==> src/rtl/alu_rs.sv <==
// ALU reservation station: holds issued ALU ops until both operands arrive on
// the CDB, then hands the lowest-index ready entry to a registered dispatch slot.
module alu_rs #(
  parameter int TAG_W = 4,
  parameter int DEPTH = 4,
  parameter int OP_W  = 4
) (
  input  logic             clk,
  input  logic             rst,
  input  logic             rdy,
  input  logic             flush,
  input  logic             issue_valid,
  output logic             issue_ready,
  input  logic [31:0]      issue_pc,
  input  logic [OP_W-1:0]  issue_op,
  input  logic [TAG_W-1:0] issue_tagx,
  input  logic [TAG_W-1:0] issue_tagy,
  input  logic [31:0]      issue_datax,
  input  logic [31:0]      issue_datay,
  input  logic [4:0]       issue_target,
  input  logic [TAG_W-1:0] issue_dest_tag,
  input  logic             cdb_en,
  input  logic [TAG_W-1:0] cdb_tag,
  input  logic [31:0]      cdb_data,
  output logic             disp_valid,
  input  logic             disp_ready,
  output logic [31:0]      disp_pc,
  output logic [OP_W-1:0]  disp_op,
  output logic [31:0]      disp_datax,
  output logic [31:0]      disp_datay,
  output logic [4:0]       disp_target,
  output logic [TAG_W-1:0] disp_dest_tag,
  output logic [2:0]       count
);

  localparam int IW = (DEPTH > 1) ? $clog2(DEPTH) : 1;

  logic [DEPTH-1:0] ent_v;
  logic [31:0]      ent_pc     [DEPTH];
  logic [OP_W-1:0]  ent_op     [DEPTH];
  logic [TAG_W-1:0] ent_tagx   [DEPTH];
  logic [TAG_W-1:0] ent_tagy   [DEPTH];
  logic [31:0]      ent_datax  [DEPTH];
  logic [31:0]      ent_datay  [DEPTH];
  logic [4:0]       ent_target [DEPTH];
  logic [TAG_W-1:0] ent_dtag   [DEPTH];

  logic [2:0]       cnt;
  logic             free_any, ready_any;
  logic [IW-1:0]    free_idx, ready_idx;
  logic             accept, cdb_hit, disp_load, take;
  logic [TAG_W-1:0] in_tagx, in_tagy;
  logic [31:0]      in_datax, in_datay;

  // Descending scan so the last hit is the lowest index.
  always_comb begin
    cnt       = '0;
    free_any  = 1'b0;
    free_idx  = '0;
    ready_any = 1'b0;
    ready_idx = '0;
    for (int i = DEPTH - 1; i >= 0; i--) begin
      if (!ent_v[i]) begin
        free_any = 1'b1;
        free_idx = IW'(i);
      end
      if (ent_v[i] && ent_tagx[i] == '0 && ent_tagy[i] == '0) begin
        ready_any = 1'b1;
        ready_idx = IW'(i);
      end
    end
    for (int i = 0; i < DEPTH; i++) cnt = cnt + 3'(ent_v[i]);
  end

  assign count       = cnt;
  assign issue_ready = rdy && (cnt < 3'(DEPTH));
  assign accept      = issue_valid && issue_ready && free_any && !flush;
  assign cdb_hit     = cdb_en && (cdb_tag != '0) && rdy && !flush;
  assign disp_load   = (!disp_valid || disp_ready) && rdy && !flush;
  assign take        = disp_load && ready_any;

  always_comb begin
    in_tagx  = issue_tagx;
    in_datax = issue_datax;
    in_tagy  = issue_tagy;
    in_datay = issue_datay;
    if (cdb_hit && cdb_tag == issue_tagx) begin
      in_tagx  = '0;
      in_datax = cdb_data;
    end
    if (cdb_hit && cdb_tag == issue_tagy) begin
      in_tagy  = '0;
      in_datay = cdb_data;
    end
  end

  always_ff @(posedge clk or posedge rst) begin
    if (rst) begin
      ent_v <= '0;
      for (int i = 0; i < DEPTH; i++) begin
        ent_pc[i]     <= '0;
        ent_op[i]     <= '0;
        ent_tagx[i]   <= '0;
        ent_tagy[i]   <= '0;
        ent_datax[i]  <= '0;
        ent_datay[i]  <= '0;
        ent_target[i] <= '0;
        ent_dtag[i]   <= '0;
      end
    end else if (rdy) begin
      if (flush) begin
        ent_v <= '0;
      end else begin
        for (int i = 0; i < DEPTH; i++) begin
          if (cdb_hit && ent_v[i] && ent_tagx[i] == cdb_tag) begin
            ent_tagx[i]  <= '0;
            ent_datax[i] <= cdb_data;
          end
          if (cdb_hit && ent_v[i] && ent_tagy[i] == cdb_tag) begin
            ent_tagy[i]  <= '0;
            ent_datay[i] <= cdb_data;
          end
          if (take && ready_idx == IW'(i)) ent_v[i] <= 1'b0;
          // Free index comes from registered valids, so a slot vacated by
          // this edge's dispatch is never the one written here.
          if (accept && free_idx == IW'(i)) begin
            ent_v[i]      <= 1'b1;
            ent_pc[i]     <= issue_pc;
            ent_op[i]     <= issue_op;
            ent_tagx[i]   <= in_tagx;
            ent_tagy[i]   <= in_tagy;
            ent_datax[i]  <= in_datax;
            ent_datay[i]  <= in_datay;
            ent_target[i] <= issue_target;
            ent_dtag[i]   <= issue_dest_tag;
          end
        end
      end
    end
  end

  always_ff @(posedge clk or posedge rst) begin
    if (rst) begin
      disp_valid    <= 1'b0;
      disp_pc       <= '0;
      disp_op       <= '0;
      disp_datax    <= '0;
      disp_datay    <= '0;
      disp_target   <= '0;
      disp_dest_tag <= '0;
    end else if (rdy) begin
      if (flush) begin
        disp_valid <= 1'b0;
      end else if (disp_load) begin
        disp_valid <= ready_any;
        if (ready_any) begin
          disp_pc       <= ent_pc[ready_idx];
          disp_op       <= ent_op[ready_idx];
          disp_datax    <= ent_datax[ready_idx];
          disp_datay    <= ent_datay[ready_idx];
          disp_target   <= ent_target[ready_idx];
          disp_dest_tag <= ent_dtag[ready_idx];
        end
      end
    end
  end

endmodule
==> config.mk <==
export PLATFORM = sky130hd
export DESIGN_NAME = alu_rs
export DESIGN_NICKNAME = d
export VERILOG_FILES = /design/src/rtl/alu_rs.sv
export SDC_FILE = /design/constraint.sdc
export NUM_CORES = 2
export LEC_CHECK = 0
export CORE_MARGIN = 2
export CORE_UTILIZATION = 55
export DETAILED_ROUTE_END_ITERATION = 10
export GPL_ROUTABILITY_DRIVEN = 0
export GPL_TIMING_DRIVEN = 0
export HOLD_SLACK_MARGIN = 0.03
export PLACE_DENSITY = 0.84
export SYNTH_ARGS = -nofsm -noshare
export SYNTH_HDL_FRONTEND = slang
export SYNTH_SLANG_ARGS = --single-unit
==> constraint.sdc <==
create_clock -name clk -period 42.8 [get_ports clk]
set_clock_uncertainty 0.15 [all_clocks]
set_input_delay 8.56 -clock clk [delete_from_list [all_inputs] [get_ports clk]]
set_output_delay 8.56 -clock clk [all_outputs]
set_load 0.005 [all_outputs]
== After elaboration in Yosys (flattened, before gate mapping) ==
Cells that the tools add are included.
Widths: inputs -> output; s select.
Storage, ports and cells
  register bits after elaboration: 582
  input bits: 160
Cells by class
  add/subtract/negate cells: 3
  order comparisons: 2
  equality and inequality tests: 16
  mux-type cells: 81
  bitwise gates (word level): 2
  reduce and logical (&&, ||, !) cells: 85
Operators with widths (count)
  $mux 32: 24
  $bmux 32 s2: 3
  $mux 4: 23
  $eq 4x4->1: 10
  $logic_and 1x1->1: 40
  $reduce_and 3->1: 12
  $logic_not 4->1: 8
  $mux 1: 18
  $reduce_bool 2->1: 9
  $bmux 4 s2: 2
  $mux 2: 8
  $reduce_bool 3->1: 4
  $bmux 5 s2: 1
  $mux 5: 2
  $reduce_and 2->1: 5
  $eq 2x2->1 const B: 4
  $eq 2x1->1 const B: 2
  $logic_not 2->1: 2
  $reduce_and 4->1: 1
  $reduce_bool 4->1: 1
  $add 2x1->3: 1
  $add 3x1->3: 1
  $ge 3x3->1 const B: 1
  $lt 3x3->1 const B: 1
  5 further kinds: 6

== Longest topological paths before layout ==
  word-level depth: 12
  gate-level depth with buffers: 12
  gate-level depth less buffers: 10

== Worst setup path before layout ==
OpenSTA, ideal clock, no wires.
  path type: input to output
  from: in rdy
  to: out issue_ready
  arrival time: 8697 ps
  data required time: 34090 ps
  path slack: 25393 ps
  stages: 2
  cell sequence: inv_1 nor2_1
On the way
  longest elaborated chain between the ends: 1
RTL lines
  start, declared: RTL line 10  | input logic rdy,
  $logic_and 1x1->1: RTL line 76  | assign issue_ready = rdy && (cnt < 3'(DEPTH));
  end, declared: RTL line 13  | output logic issue_ready,
No other way between the ends.

== Final worst setup path ==
Ends and elaborated chain as after synthesis.

==> reports/metrics.cfg <==
[status]
status=complete, no violations

[flow_run]
drv_cap=0

[placed_design]
dp.cells=3773
pre_cts_ws_ps=24160
io_buffers=273
dpl_cell_area_um2=32000
hpwlAfterDp_um=66500

[global_route]
grt_max_degree=143
grt_pass1_wl_um=147000
antenna_found_initial=9
grt.total_usage_pct=35.5
grt_pass1_vias=25900
overflow=0

[timing]
tns_ps=0
drv_slew=0
rsz0062_at_grt=false
fmax_mhz=53.5
finalCritPeriodShare_pct=43.7
maxSlewHeadroom_pct=29.8
final_hold_viol_count=0
setup_ws_ps=24110
finalSetupViolations=0
tightestPinTransition_ps=1050
period_needed_ps=18690

[synth]
syn_area_per_cell_um2=10.1
synthTopCellsByArea=dfrtp_1 (51%), mux2i_1 (6.8%), mux2_2 (5.4%), nand2_1 (4.7%), a21oi_1 (3.4%)
synthFlopType=dfrtp_1
synth_edf_count=0
synth.distinct_cells=47
synthCells=2816
synth.most_common_cell=dfrtp_1
yosysSeqAreaShare_pct=51.4
synth_top_area_cell=dfrtp_1
synth-seq-cells=582
syn_nets=2979
synth.top_cell.area_share_pct=51.4
yosys_warnings=0
synth_commonest_cells=dfrtp_1 (582), nand2_1 (357), nor2_1 (246), a21oi_1 (195), mux2i_1 (192)
synth_area_um2=28300
synthArstFlopShare_pct=100

[clock_network]
clkSinkCount=582
cts_tree=yes
cts-hold-fix-buffers=0
cts_buffers=59
clk_root_buffer_cell=clkbuf_16
post_cts_resized=0
post-cts-setup-buffers=0
clockBufferDepth=3
path_clk_slew_ps=60
clk_latency_ps=640
h-tree-depth=2

[detailed_routing]
vias=25300
wl_um=95200
drc=0
drt_first_iter_violations=3193
ant_nets=0
wl_met2_um=43600
dr_wl_met3_um=10800
routed.top_layer=met5
wl_per_cell_um=24.5
met1_length_um=34600
vias_per_cell=6.51
drt_pass1_iterations=7

[layout]
final_util_pct=66.8
drive_gt1_share_pct=13.0
finalNonFillerCells=3889
final_area_um2=34100
area_delta_synth_final_pct=20.3
fin_nets=3317

[critical_path]
crit_required_ps=34090
cp_max_fo=5
critPathKind=input port to primary output
end_kind=primary output
crit_arrival_ps=9980
critPathLaunchType=input port

[floorplanning]
die_y_um=231
start_util_pct=55.5
die_w_um=231
core_area_um2=51100
io_pins=274
die_area_um2=53400
rows=83

[hold_path]
min_path_type=register to register

[power]
ir_drop_uv=35.4
cellPowerDensity_nw_per_um2=53.3
p_leak_nw=14.6

[worst paths after layout]
kind	startpoint	endpoint	slack [ps]	depth (start not counted)
worst max register to register	ent_v[0]$_DFFE_PP0P_	ent_datay[112]$_DFFE_PP0P_	38090	12
worst min-delay path	ent_op[9]$_DFFE_PP0P_	ent_op[9]$_DFFE_PP0P_	330	2
min in group asynchronous	rst	ent_pc[100]$_DFFE_PP0P_	8350	2
worst max-delay path	rdy	issue_ready	24110	4
worst min register to register	ent_op[9]$_DFFE_PP0P_	ent_op[9]$_DFFE_PP0P_	330	2
max in group asynchronous	rst	ent_datax[25]$_DFFE_PP0P_	32470	4
[flip-flops by register name, indices dropped and copies added, names as in the netlist, 16 cells and up]
| signal | cells |
|---|---|
| ent_pc | 128 |
| ent_datay | 128 |
| disp_datax | 32 |
| ent_tagx | 16 |
| disp_pc | 32 |
| disp_datay | 32 |
| ent_op | 16 |
| ent_dtag | 16 |
| ent_datax | 128 |
| ent_tagy | 16 |
| ent_target | 20 |
[power by group]
| part | total, W | switching [W] | internal [W] |
|---|---|---|---|
| combinational | 0.000466 | 0.000236 | 0.000230 |
| clock | 0.000549 | 0.000223 | 0.000326 |
| sequential | 0.000802 | 0.0000935 | 0.000709 |
| total | 0.00182 | 0.000552 | 0.00127 |
[final cells by class]
| class | instances | area, um^2 |
|---|---|---|
| Clock buffer | 86 | 1730 |
| Antenna cell | 9 | 22.5 |
| Clock inverter | 21 | 305 |
| Multi-Input combinational cell | 1829 | 12000 |
| Buffer | 235 | 1180 |
| Fill cell | 3741 | 17000 |
| Sequential cell | 582 | 14600 |
| Tap cell | 680 | 851 |
| Timing Repair Buffer | 277 | 2840 |
| Inverter | 170 | 646 |
[metal layers]
metal	up-vias	GRT usage [%]
li1	10600	-
met5	-	0.551
met2	1841	56.4
met1	12400	43.5
met3	476	10.1
met4	12	20.2
[cells by family (layout without fill, tap and decap cells)]
group / after synthesis / in the layout / share of synthesized area, %
buffers and inverters: 405 / 789 / 6.40
other: 0 / 9 / 0
multiplexers: 327 / 327 / 12.1
XOR/XNOR: 40 / 40 / 1.24
AND/OR/NAND/NOR: 752 / 752 / 11.3
AO/OA/AOI/OAI: 707 / 707 / 17.4
flip-flops: 582 / 582 / 51.4
adder cells (fa/ha/maj): 3 / 3 / 0.159
[placed cells by master, fill, tap and decap left out, types with 98 or more instances in the layout]
| master | count |
|---|---|
| dfrtp_1 | 582 |
| nor2_1 | 246 |
| a21oi_1 | 195 |
| nand2_1 | 357 |
| inv_1 | 169 |
| clkdlybuf4s50_1 | 273 |
| mux2_2 | 135 |
| o21ai_0 | 98 |
| clkbuf_1 | 138 |
| mux2i_1 | 192 |
[worst max-delay path: stages]
cell and delay, ps:
clkdlybuf4s50_1 630, inv_1 170, nor2_1 120, clkdlybuf4s50_1 500
[metrics by stage]
| step | total power, W | hold slack, ps |
|---|---|---|
| 6_report | 0.00182 | 331 |
| 5_1_grt | 0.00189 | 345 |
| 4_1_cts | 0.00181 | 322 |
| 3_5_place_dp | 0.00126 | 308 |
| 3_3_place_gp | 0.00124 | 304 |
| 2_1_floorplan | 0.00103 | 290 |
Power figures use the tool's default switching activity.
